[config.mk]
export PLATFORM = sky130hd
export DESIGN_NAME = rvx_mtimer
export DESIGN_NICKNAME = d
export VERILOG_FILES = /design/src/rtl/rvx_mtimer.sv
export SDC_FILE = /design/constraint.sdc
export NUM_CORES = 1
export LEC_CHECK = 0
export CAP_MARGIN = 15
export CELL_PAD_IN_SITES_DETAIL_PLACEMENT = 2
export CELL_PAD_IN_SITES_GLOBAL_PLACEMENT = 2
export CORE_MARGIN = 4
export CORE_UTILIZATION = 36
export CTS_BUF_LIST = sky130_fd_sc_hd__clkbuf_8
export CTS_CLUSTER_SIZE = 24
export DETAILED_ROUTE_END_ITERATION = 6
export PLACE_DENSITY = 0.86
export SYNTH_ARGS = -nofsm -noshare
export SYNTH_HDL_FRONTEND = slang
export SYNTH_SLANG_ARGS = --single-unit
[constraint.sdc]
create_clock -name clock -period 6.7 [get_ports clock]
set_input_delay 1.005 -clock clock [delete_from_list [all_inputs] [get_ports clock]]
set_output_delay 1.005 -clock clock [all_outputs]
set_load 0.03 [all_outputs]
[src/rtl/rvx_mtimer.sv]
// rvx_mtimer: machine timer slave. Free-running 64-bit mtime with a 16-bit
// prescaler, a 64-bit mtimecmp and a registered level interrupt. Register
// reads and writes complete with a one-cycle registered response.
module rvx_mtimer #(
   parameter logic [15:0] PRESCALE_RESET = 16'h0000
) (
   input  logic        clock,
   input  logic        reset_n,
   input  logic [31:0] address,
   input  logic        rrequest,
   input  logic        wrequest,
   input  logic [31:0] wdata,
   input  logic [3:0]  wstrobe,
   output logic [31:0] rdata,
   output logic        rresponse,
   output logic        wresponse,
   output logic [63:0] memory_mapped_timer,
   output logic        irq_timer
);

   localparam logic [2:0] A_MTIME_LO = 3'd0;
   localparam logic [2:0] A_MTIME_HI = 3'd1;
   localparam logic [2:0] A_CMP_LO   = 3'd2;
   localparam logic [2:0] A_CMP_HI   = 3'd3;
   localparam logic [2:0] A_CTRL     = 3'd4;
   localparam logic [2:0] A_PRESCALE = 3'd5;

   logic [63:0] r_mtime;
   logic [63:0] r_mtimecmp;
   logic        r_enable;
   logic [15:0] r_prescale;
   logic [15:0] r_pcnt;
   logic [31:0] r_rdata;
   logic        r_rresponse;
   logic        r_wresponse;
   logic        r_irq;

   logic [2:0]  w_sel;
   logic [31:0] w_bmask;
   logic        w_any_strb;
   logic        w_wr_mlo, w_wr_mhi, w_wr_clo, w_wr_chi, w_wr_ctrl, w_wr_ps;
   logic        w_enable_next;
   logic        w_run;
   logic        w_tick;
   logic [15:0] w_prescale_next;
   logic [15:0] w_pcnt_next;
   logic [63:0] w_mtime_next;
   logic [63:0] w_mtimecmp_next;
   logic [31:0] w_rd_val;
   logic        w_unused_addr;

   // Only the word offset is decoded; the rest of the address is don't-care.
   assign w_unused_addr = ^{address[31:5], address[1:0]};

   assign w_sel      = address[4:2];
   assign w_bmask    = {{8{wstrobe[3]}}, {8{wstrobe[2]}}, {8{wstrobe[1]}}, {8{wstrobe[0]}}};
   assign w_any_strb = |wstrobe;

   assign w_wr_mlo  = wrequest && (w_sel == A_MTIME_LO);
   assign w_wr_mhi  = wrequest && (w_sel == A_MTIME_HI);
   assign w_wr_clo  = wrequest && (w_sel == A_CMP_LO);
   assign w_wr_chi  = wrequest && (w_sel == A_CMP_HI);
   assign w_wr_ctrl = wrequest && (w_sel == A_CTRL);
   assign w_wr_ps   = wrequest && (w_sel == A_PRESCALE);

   // The counter only runs when enable is set both before and after this
   // edge: clearing enable suppresses a coincident tick, while setting it
   // starts counting on the following cycle.
   assign w_enable_next = (w_wr_ctrl && wstrobe[0]) ? wdata[0] : r_enable;
   assign w_run         = r_enable && w_enable_next;
   assign w_tick        = w_run && (r_pcnt == r_prescale);

   assign w_prescale_next = w_wr_ps
      ? ((r_prescale & ~w_bmask[15:0]) | (wdata[15:0] & w_bmask[15:0]))
      : r_prescale;

   // Prescale counter: wraps on a tick, cleared by any effective PRESCALE write.
   always_comb begin
      w_pcnt_next = r_pcnt;
      if (w_wr_ps && (|wstrobe[1:0]))
         w_pcnt_next = 16'd0;
      else if (w_run)
         w_pcnt_next = w_tick ? 16'd0 : r_pcnt + 16'd1;
   end

   // mtime: a software write to either half wins over the tick for all 64 bits.
   always_comb begin
      w_mtime_next = r_mtime;
      if ((w_wr_mlo || w_wr_mhi) && w_any_strb) begin
         if (w_wr_mlo)
            w_mtime_next[31:0]  = (r_mtime[31:0] & ~w_bmask) | (wdata & w_bmask);
         else
            w_mtime_next[63:32] = (r_mtime[63:32] & ~w_bmask) | (wdata & w_bmask);
      end else if (w_tick) begin
         w_mtime_next = r_mtime + 64'd1;
      end
   end

   // mtimecmp byte-merged writes.
   always_comb begin
      w_mtimecmp_next = r_mtimecmp;
      if (w_wr_clo)
         w_mtimecmp_next[31:0]  = (r_mtimecmp[31:0] & ~w_bmask) | (wdata & w_bmask);
      if (w_wr_chi)
         w_mtimecmp_next[63:32] = (r_mtimecmp[63:32] & ~w_bmask) | (wdata & w_bmask);
   end

   // Read mux on pre-update register values.
   always_comb begin
      w_rd_val = 32'd0;
      case (w_sel)
         A_MTIME_LO: w_rd_val = r_mtime[31:0];
         A_MTIME_HI: w_rd_val = r_mtime[63:32];
         A_CMP_LO:   w_rd_val = r_mtimecmp[31:0];
         A_CMP_HI:   w_rd_val = r_mtimecmp[63:32];
         A_CTRL:     w_rd_val = {31'd0, r_enable};
         A_PRESCALE: w_rd_val = {16'd0, r_prescale};
         default:    w_rd_val = 32'd0;
      endcase
   end

   // Register state, responses and interrupt; interrupt compares post-update values.
   always_ff @(posedge clock) begin
      if (!reset_n) begin
         r_mtime     <= 64'd0;
         r_mtimecmp  <= 64'hFFFF_FFFF_FFFF_FFFF;
         r_enable    <= 1'b1;
         r_prescale  <= PRESCALE_RESET;
         r_pcnt      <= 16'd0;
         r_rdata     <= 32'd0;
         r_rresponse <= 1'b0;
         r_wresponse <= 1'b0;
         r_irq       <= 1'b0;
      end else begin
         r_mtime     <= w_mtime_next;
         r_mtimecmp  <= w_mtimecmp_next;
         r_enable    <= w_enable_next;
         r_prescale  <= w_prescale_next;
         r_pcnt      <= w_pcnt_next;
         if (rrequest)
            r_rdata  <= w_rd_val;
         r_rresponse <= rrequest;
         r_wresponse <= wrequest;
         r_irq       <= (w_mtime_next >= w_mtimecmp_next);
      end
   end

   assign rdata               = r_rdata;
   assign rresponse           = r_rresponse;
   assign wresponse           = r_wresponse;
   assign memory_mapped_timer = r_mtime;
   assign irq_timer           = r_irq;

endmodule

==> impl_metrics.json, run 1 <==
{
  "p_int_mw": 1.63,
  "synth.top_cell.area_share_pct": 33.9,
  "status": "finished with violations",
  "core_um2": 31600,
  "ir_worst_vdd_mv": 0.125,
  "drt_pass1_iterations": 7,
  "hold_viol_final": 0,
  "drc": 3,
  "placed_cell_area_um2": 13400,
  "synth_cells": 1390,
  "cts_buffers": 17,
  "antenna_found_initial": 2,
  "period_share_pct": 86.8,
  "postSynth.asyncResetShare_pct": 0,
  "p_sw_share_pct": 33.7,
  "yosys-top-cells-count": "dfxtp_1, nand2_1, nor2_1",
  "setup_viol": 0,
  "regArea_um2": 3920,
  "synth_ff_type": "dfxtp_1",
  "ys_warn_count": 0,
  "period_minus_slack_ns": 5.81,
  "die-height_um": 187,
  "synth-edff-count": 0,
  "use_met2_pct": 49.4,
  "cp.buffers_inverters": 2,
  "worst_ep_required_time_ns": 7.15,
  "synthesis.area_um2": 11600,
  "synth.distinct_cells": 72,
  "violations": "DRC",
  "fillers": 3539,
  "htree_levels": 4,
  "grt_use_met3_pct": 5.19,
  "rsz0062_at_grt": "false",
  "overflow": 0,
  "cts.clk_slew.worst_paths_ns": 0.12,
  "dieArea_um2": 35100,
  "synth.avg_cell_area_um2": 8.32,
  "cts_setup_buffers": 0,
  "start_util_pct": 36.6,
  "pwr-share-clk_pct": 30.9,
  "port_buffers": 141,
  "layout_setup_ws_ns": 0.888,
  "clk_latency_ns": 0.54,
  "hp-class": "flip-flop to flip-flop",
  "drt_iter0_drc": 858,
  "final_core_util_pct": 43.4,
  "antenna_left": 0,
  "clockBufferDepth": 2,
  "route.final.wire_length_um": 51400,
  "final-max-slew-violation-count": 0,
  "grt_max_degree": 64,
  "rows": 65,
  "viasPerCell": 6.30,
  "seqPwrFrac_pct": 50.6,
  "timing.critical_path.slowest_stage_cell": "nor2b_1",
  "drive_above_1_share_pct": 6.72,
  "cts_resized": 0,
  "multi_input_area_um2": 7300,
  "p_leak_nw": 5.20,
  "cts_tree": "yes",
  "crit_path_max_incr_delay_ns": 0.94,
  "io_pins": 171,
  "crit_fanout": 17,
  "grt_pass1_wl_um": 79100,
  "path_delay_family": "simple AND/OR/NAND/NOR gates",
  "worstPathCellList": "clkdlybuf4s50_1, inv_1, and3_1, nor2b_1, mux2i_1, ha_1, nand4_1, nor4_1, o2111a_1, o21ai_0, o211ai_1",
  "syn_to_final_growth_pct": 18.8,
  "vias": 12000,
  "synth.area.top_cells": "dfxtp_1, ha_1, mux2i_1",
  "clock_skew_ns": 0.0216,
  "cts_root_buf": "clkbuf_8",
  "cts-hold-fix-buffers": 0,
  "yosysMostFrequentCell": "dfxtp_1",
  "syn-num-nets": 1528,
  "clock_sinks": 196,
  "slew_headroom_pct": 15.1,
  "max_freq_mhz": 172,
  "tightestPinTransition_ns": 1.26,
  "dp_hpwl_um": 38700,
  "ys_seq_area_share_pct": 33.9,
  "finalWeightedCongestion": 0.889,
  "grt_util_met1_pct": 35.9,
  "critPathKind": "input port to flip-flop",
  "fin_area_um2": 13700,
  "wl_per_cell_um": 27.0,
  "place_ws_ns": 0.728,
  "start_kind": "input port",
  "combPwrFrac_pct": 18.4,
  "p_per_area_nw_per_um2": 179,
  "gr-max-usage-layer": "met2",
  "synth_top_cell_by_area": "dfxtp_1",
  "fin_nets": 1628,
  "cap_violations": 0,
  "grt_pass1_vias": 13000,
  "switching_power_mw": 0.827,
  "crit_arrival_ns": 6.26,
  "timing.hold.ws_ns": 0.497,
  "track_usage_pct": 28.8,
  "ys_seq_elements": 196,
  "end_kind": "flip-flop",
  "fin_setup_tns_ns": 0,
  "die_x_um": 187
}
==> final cells by class <==
cell class | count | share of cell area, %
clock inverter | 14 | 0.756
tap | 402 | 3.66
timing repair buffer | 168 | 11.8
antenna | 1 | 0.0182
clock buffer | 18 | 1.80
sequential | 196 | 28.6
inverter | 11 | 0.300
multi-input combinational | 1096 | 53.1
==> power groups by stage <==
stage	clock network, mW	logic (mW)	registers (mW)
floorplan	0	0.208	1.30
global placement	0	0.428	1.27
detailed placement	0	0.446	1.27
CTS	0.772	0.451	1.24
global route	0.821	0.487	1.25
finish	0.759	0.453	1.24
==> sequential cells by signal (all words and copies together) (netlist names), named ones only <==
name / count
r_pcnt: 16
wresponse: 1
memory_mapped_timer: 64
rresponse: 1
r_mtimecmp: 64
r_enable: 1
rdata: 32
irq_timer: 1
==> through the flow <==
stage	instances	power [mW]
floorplan	1390	1.50
global placement	1873	1.69
detailed placement	1873	1.72
CTS	1905	2.47
global route	1905	2.56
finish	1906	2.46
==> metal layers <==
metal  wire, um  vias up  part of all wire [%]
met4       1850        0                   3.6
met1      21400     6110                    42
met2      25300      426                    49
met3       2900      105                   5.6
li1           -     5364                     -
met5          0        -                     0
==> worst paths after layout <==
check	slack [ns]	cells past startpoint	startpoint	end
max	0.89	11	address[4]	irq_timer$_SDFF_PN0_
min	0.50	2	rdata[0]$_SDFFE_PN0P_	rdata[0]$_SDFFE_PN0P_
max reg2reg	1.49	13	memory_mapped_timer[0]$_SDFF_PN0_	irq_timer$_SDFF_PN0_
min reg2reg	0.50	2	rdata[0]$_SDFFE_PN0P_	rdata[0]$_SDFFE_PN0P_
==> cells in the final DEF (no fill, tap or decap), drive strengths merged, types with 6 or more instances in the layout <==
cell and instances:
nor3 40, o21ai 23, a21oi 114, o211ai 7, a21o 14, a311oi 18, dfxtp 196, a211oi 36
inv 16, and4 9, or3 13, ha 66, o22ai 7, a31oi 6, clkinv 7, nand3 44
clkdlybuf4s50 140, o211a 9, buf 28, nor4 28, clkbuf 18, mux4 15, and3 34, xnor2 6
and2 40, a22oi 49, nand4 38, nand2 173, mux2i 71, nor2 140, xor2 24
==> worst register-to-register path, cell delays in order (launching register included) <==
cell	delay [ns]
dfxtp_1	0.51
ha_1	0.25
nand2_1	0.13
or3_4	0.42
nor4_1	0.79
and4_1	0.64
nand2_1	0.35
o221a_2	0.39
ha_1	0.30
nand4_1	0.17
nor4_1	0.66
o2111a_1	0.32
o21ai_0	0.09
o211ai_1	0.11
==> logic make-up after synthesis <==
group           after synthesis  synth area share, %
mux                          90                 9.49
xor+xnor                     30                 2.27
compound gates              326                 19.1
simple gates                584                 24.8
fa+ha+maj                    66                 7.14
flops                       196                 33.9
buf+inv                      98                 3.31
Note: power is estimated with default switching activity, not from simulation.
==> inputs of run 2 (changes only) <==
==> constraint.sdc (replaced) <==
create_clock -name clock -period 7.1 [get_ports clock]
set_input_delay 1.065 -clock clock [delete_from_list [all_inputs] [get_ports clock]]
set_output_delay 1.065 -clock clock [all_outputs]
set_load 0.03 [all_outputs]
==> impl_metrics.json, run 2 (synthesized netlist as in run 1, its figures left out) <==
{
  "cts_root_buf": "clkbuf_8",
  "cp.buffers_inverters": 1,
  "cts.clk_slew.worst_paths_ns": 0.11,
  "wl_per_cell_um": 27.4,
  "start_kind": "input port",
  "period_share_pct": 83.0,
  "drc": 0,
  "placed_cell_area_um2": 13400,
  "worstPathCellList": "clkdlybuf4s50_1, nand2b_1, o41a_1, and4_1, a211oi_1, a311oi_1, ha_1, a21o_1, a21o_1, a221oi_1, o21ai_0, o2111a_1, o21ai_0, o211ai_1",
  "worst-path-stages": 14,
  "track_usage_pct": 29.0,
  "fin_nets": 1626,
  "clock_skew_ns": 0.0185,
  "viasPerCell": 6.36,
  "path_delay_family": "compound AO/OA/AOI/OAI gates",
  "timing.hold.ws_ns": 0.496,
  "syn_to_final_growth_pct": 19.2,
  "io_pins": 171,
  "final-max-slew-violation-count": 0,
  "crit_fanout": 17,
  "grt_pass1_vias": 13000,
  "dp_hpwl_um": 38200,
  "status": "finished, final reports clean",
  "rows": 65,
  "drive_above_1_share_pct": 6.66,
  "rr_endpoint": "irq_timer$_SDFF_PN0_",
  "setup_viol": 0,
  "drt_pass1_iterations": 6,
  "drt_iter0_drc": 1015,
  "period_minus_slack_ns": 5.89,
  "tightestPinTransition_ns": 1.18,
  "max_freq_mhz": 170,
  "cts_tree": "yes",
  "cts-hold-fix-buffers": 0,
  "core_um2": 31600,
  "hold-path-cell-count": 2,
  "multi_input_area_um2": 7300,
  "regArea_um2": 3920,
  "dieArea_um2": 35100,
  "p_per_area_nw_per_um2": 176,
  "grt_pass1_wl_um": 79500,
  "r2r-start": "memory_mapped_timer[0]$_SDFF_PN0_",
  "vias": 12100,
  "cts_setup_buffers": 0,
  "timing.critical_path.slowest_stage_cell": "clkdlybuf4s50_1",
  "cts_resized": 0,
  "cap_violations": 0,
  "htree_levels": 4,
  "route.final.wire_length_um": 52100,
  "mostFrequentLayoutCell": "dfxtp_1",
  "fin_area_um2": 13800,
  "worst_ep_required_time_ns": 7.49,
  "rr_worst_depth": 13,
  "clk_latency_ns": 0.52,
  "fillers": 3564,
  "finalWeightedCongestion": 0.883,
  "reg2reg_slack_ns": 1.85,
  "fin_setup_tns_ns": 0,
  "final_cell_mix": "dfxtp_1, nand2_1, nor2_1, clkdlybuf4s50_1, a21oi_1",
  "slew_headroom_pct": 21.4,
  "antenna_left": 0,
  "antenna_found_initial": 1,
  "die-height_um": 187,
  "start_util_pct": 36.6,
  "hp-start": "rdata[0]$_SDFFE_PN0P_",
  "clockBufferDepth": 2,
  "p_leak_nw": 5.21,
  "rsz0062_at_grt": "false",
  "die_x_um": 187,
  "whs_endpoint": "rdata[0]$_SDFFE_PN0P_",
  "hp-class": "flip-flop to flip-flop",
  "end_kind": "flip-flop",
  "overflow": 0,
  "crit_arrival_ns": 6.28,
  "critPathKind": "input port to flip-flop",
  "ir_worst_vdd_mv": 0.106,
  "cts_buffers": 17,
  "grt_max_degree": 80,
  "port_buffers": 141,
  "clock_sinks": 196,
  "crit_path_max_incr_delay_ns": 1.09,
  "hold_viol_final": 0
}
==> run 2: how the worst max path moves through the flow <==
stage                          start              endpoint  slack, ns
after floorplan           wstrobe[0]  irq_timer$_SDFF_PN0_       2.79
after global placement    address[3]  irq_timer$_SDFF_PN0_       1.21
after detailed placement  address[3]  irq_timer$_SDFF_PN0_       0.90
after CTS                 address[3]  irq_timer$_SDFF_PN0_       1.33
after global routing      address[3]  irq_timer$_SDFF_PN0_       1.02
final                     address[3]  irq_timer$_SDFF_PN0_       1.21
==> run 2: worst register-to-register path, delay by kind of cell (launching register included) <==
family                   cells  cell delay, ns
flip-flops                   1            0.50
adder cells (fa/ha/maj)      2            0.57
AO/OA/AOI/OAI                4            0.95
AND/OR/NAND/NOR              7            3.16
==> run 2: metrics by stage <==
| stage | util, % | worst slack (ns) | power, mW | std cells |
|---|---|---|---|---|
| after floorplan | - | 2.79 | 1.42 | 1390 |
| after global placement | 42.2 | 1.21 | 1.60 | 1871 |
| after detailed placement | 42.2 | 0.898 | 1.61 | 1871 |
| after CTS | 43.6 | 1.33 | 2.43 | 1903 |
| after global routing | 43.6 | 1.02 | 2.52 | 1903 |
| final | 43.6 | 1.21 | 2.42 | 1904 |
==> run 2: per-layer routing <==
layer / global-route usage, % / wire (um) / part of all wire, % / up-vias
met4: 11.7 / 1990 / 3.8 / 0
met1: 36.1 / 21500 / 41 / 6181
met2: 48.9 / 25200 / 48 / 438
met3: 6.16 / 3390 / 6.5 / 113
li1: - / - / - / 5378
met5: 0 / 0 / 0 / -
==> run 2: final cells by class <==
type	count	share of cell area, %
well taps	402	3.65
repair buffers	166	11.6
clock buffers	18	1.80
diodes	1	0.0181
clock inverters	14	1.29
inverters	11	0.299
flip-flops and latches	196	28.5
multi-input cells	1096	52.9
==> run 2: report_power, final <==
part | leakage, nW | internal (mW) | switching (mW)
Sequential | 1.59 | 1.13 | 0.0453
Clock | 0.208 | 0.362 | 0.458
Combinational | 3.42 | 0.152 | 0.274
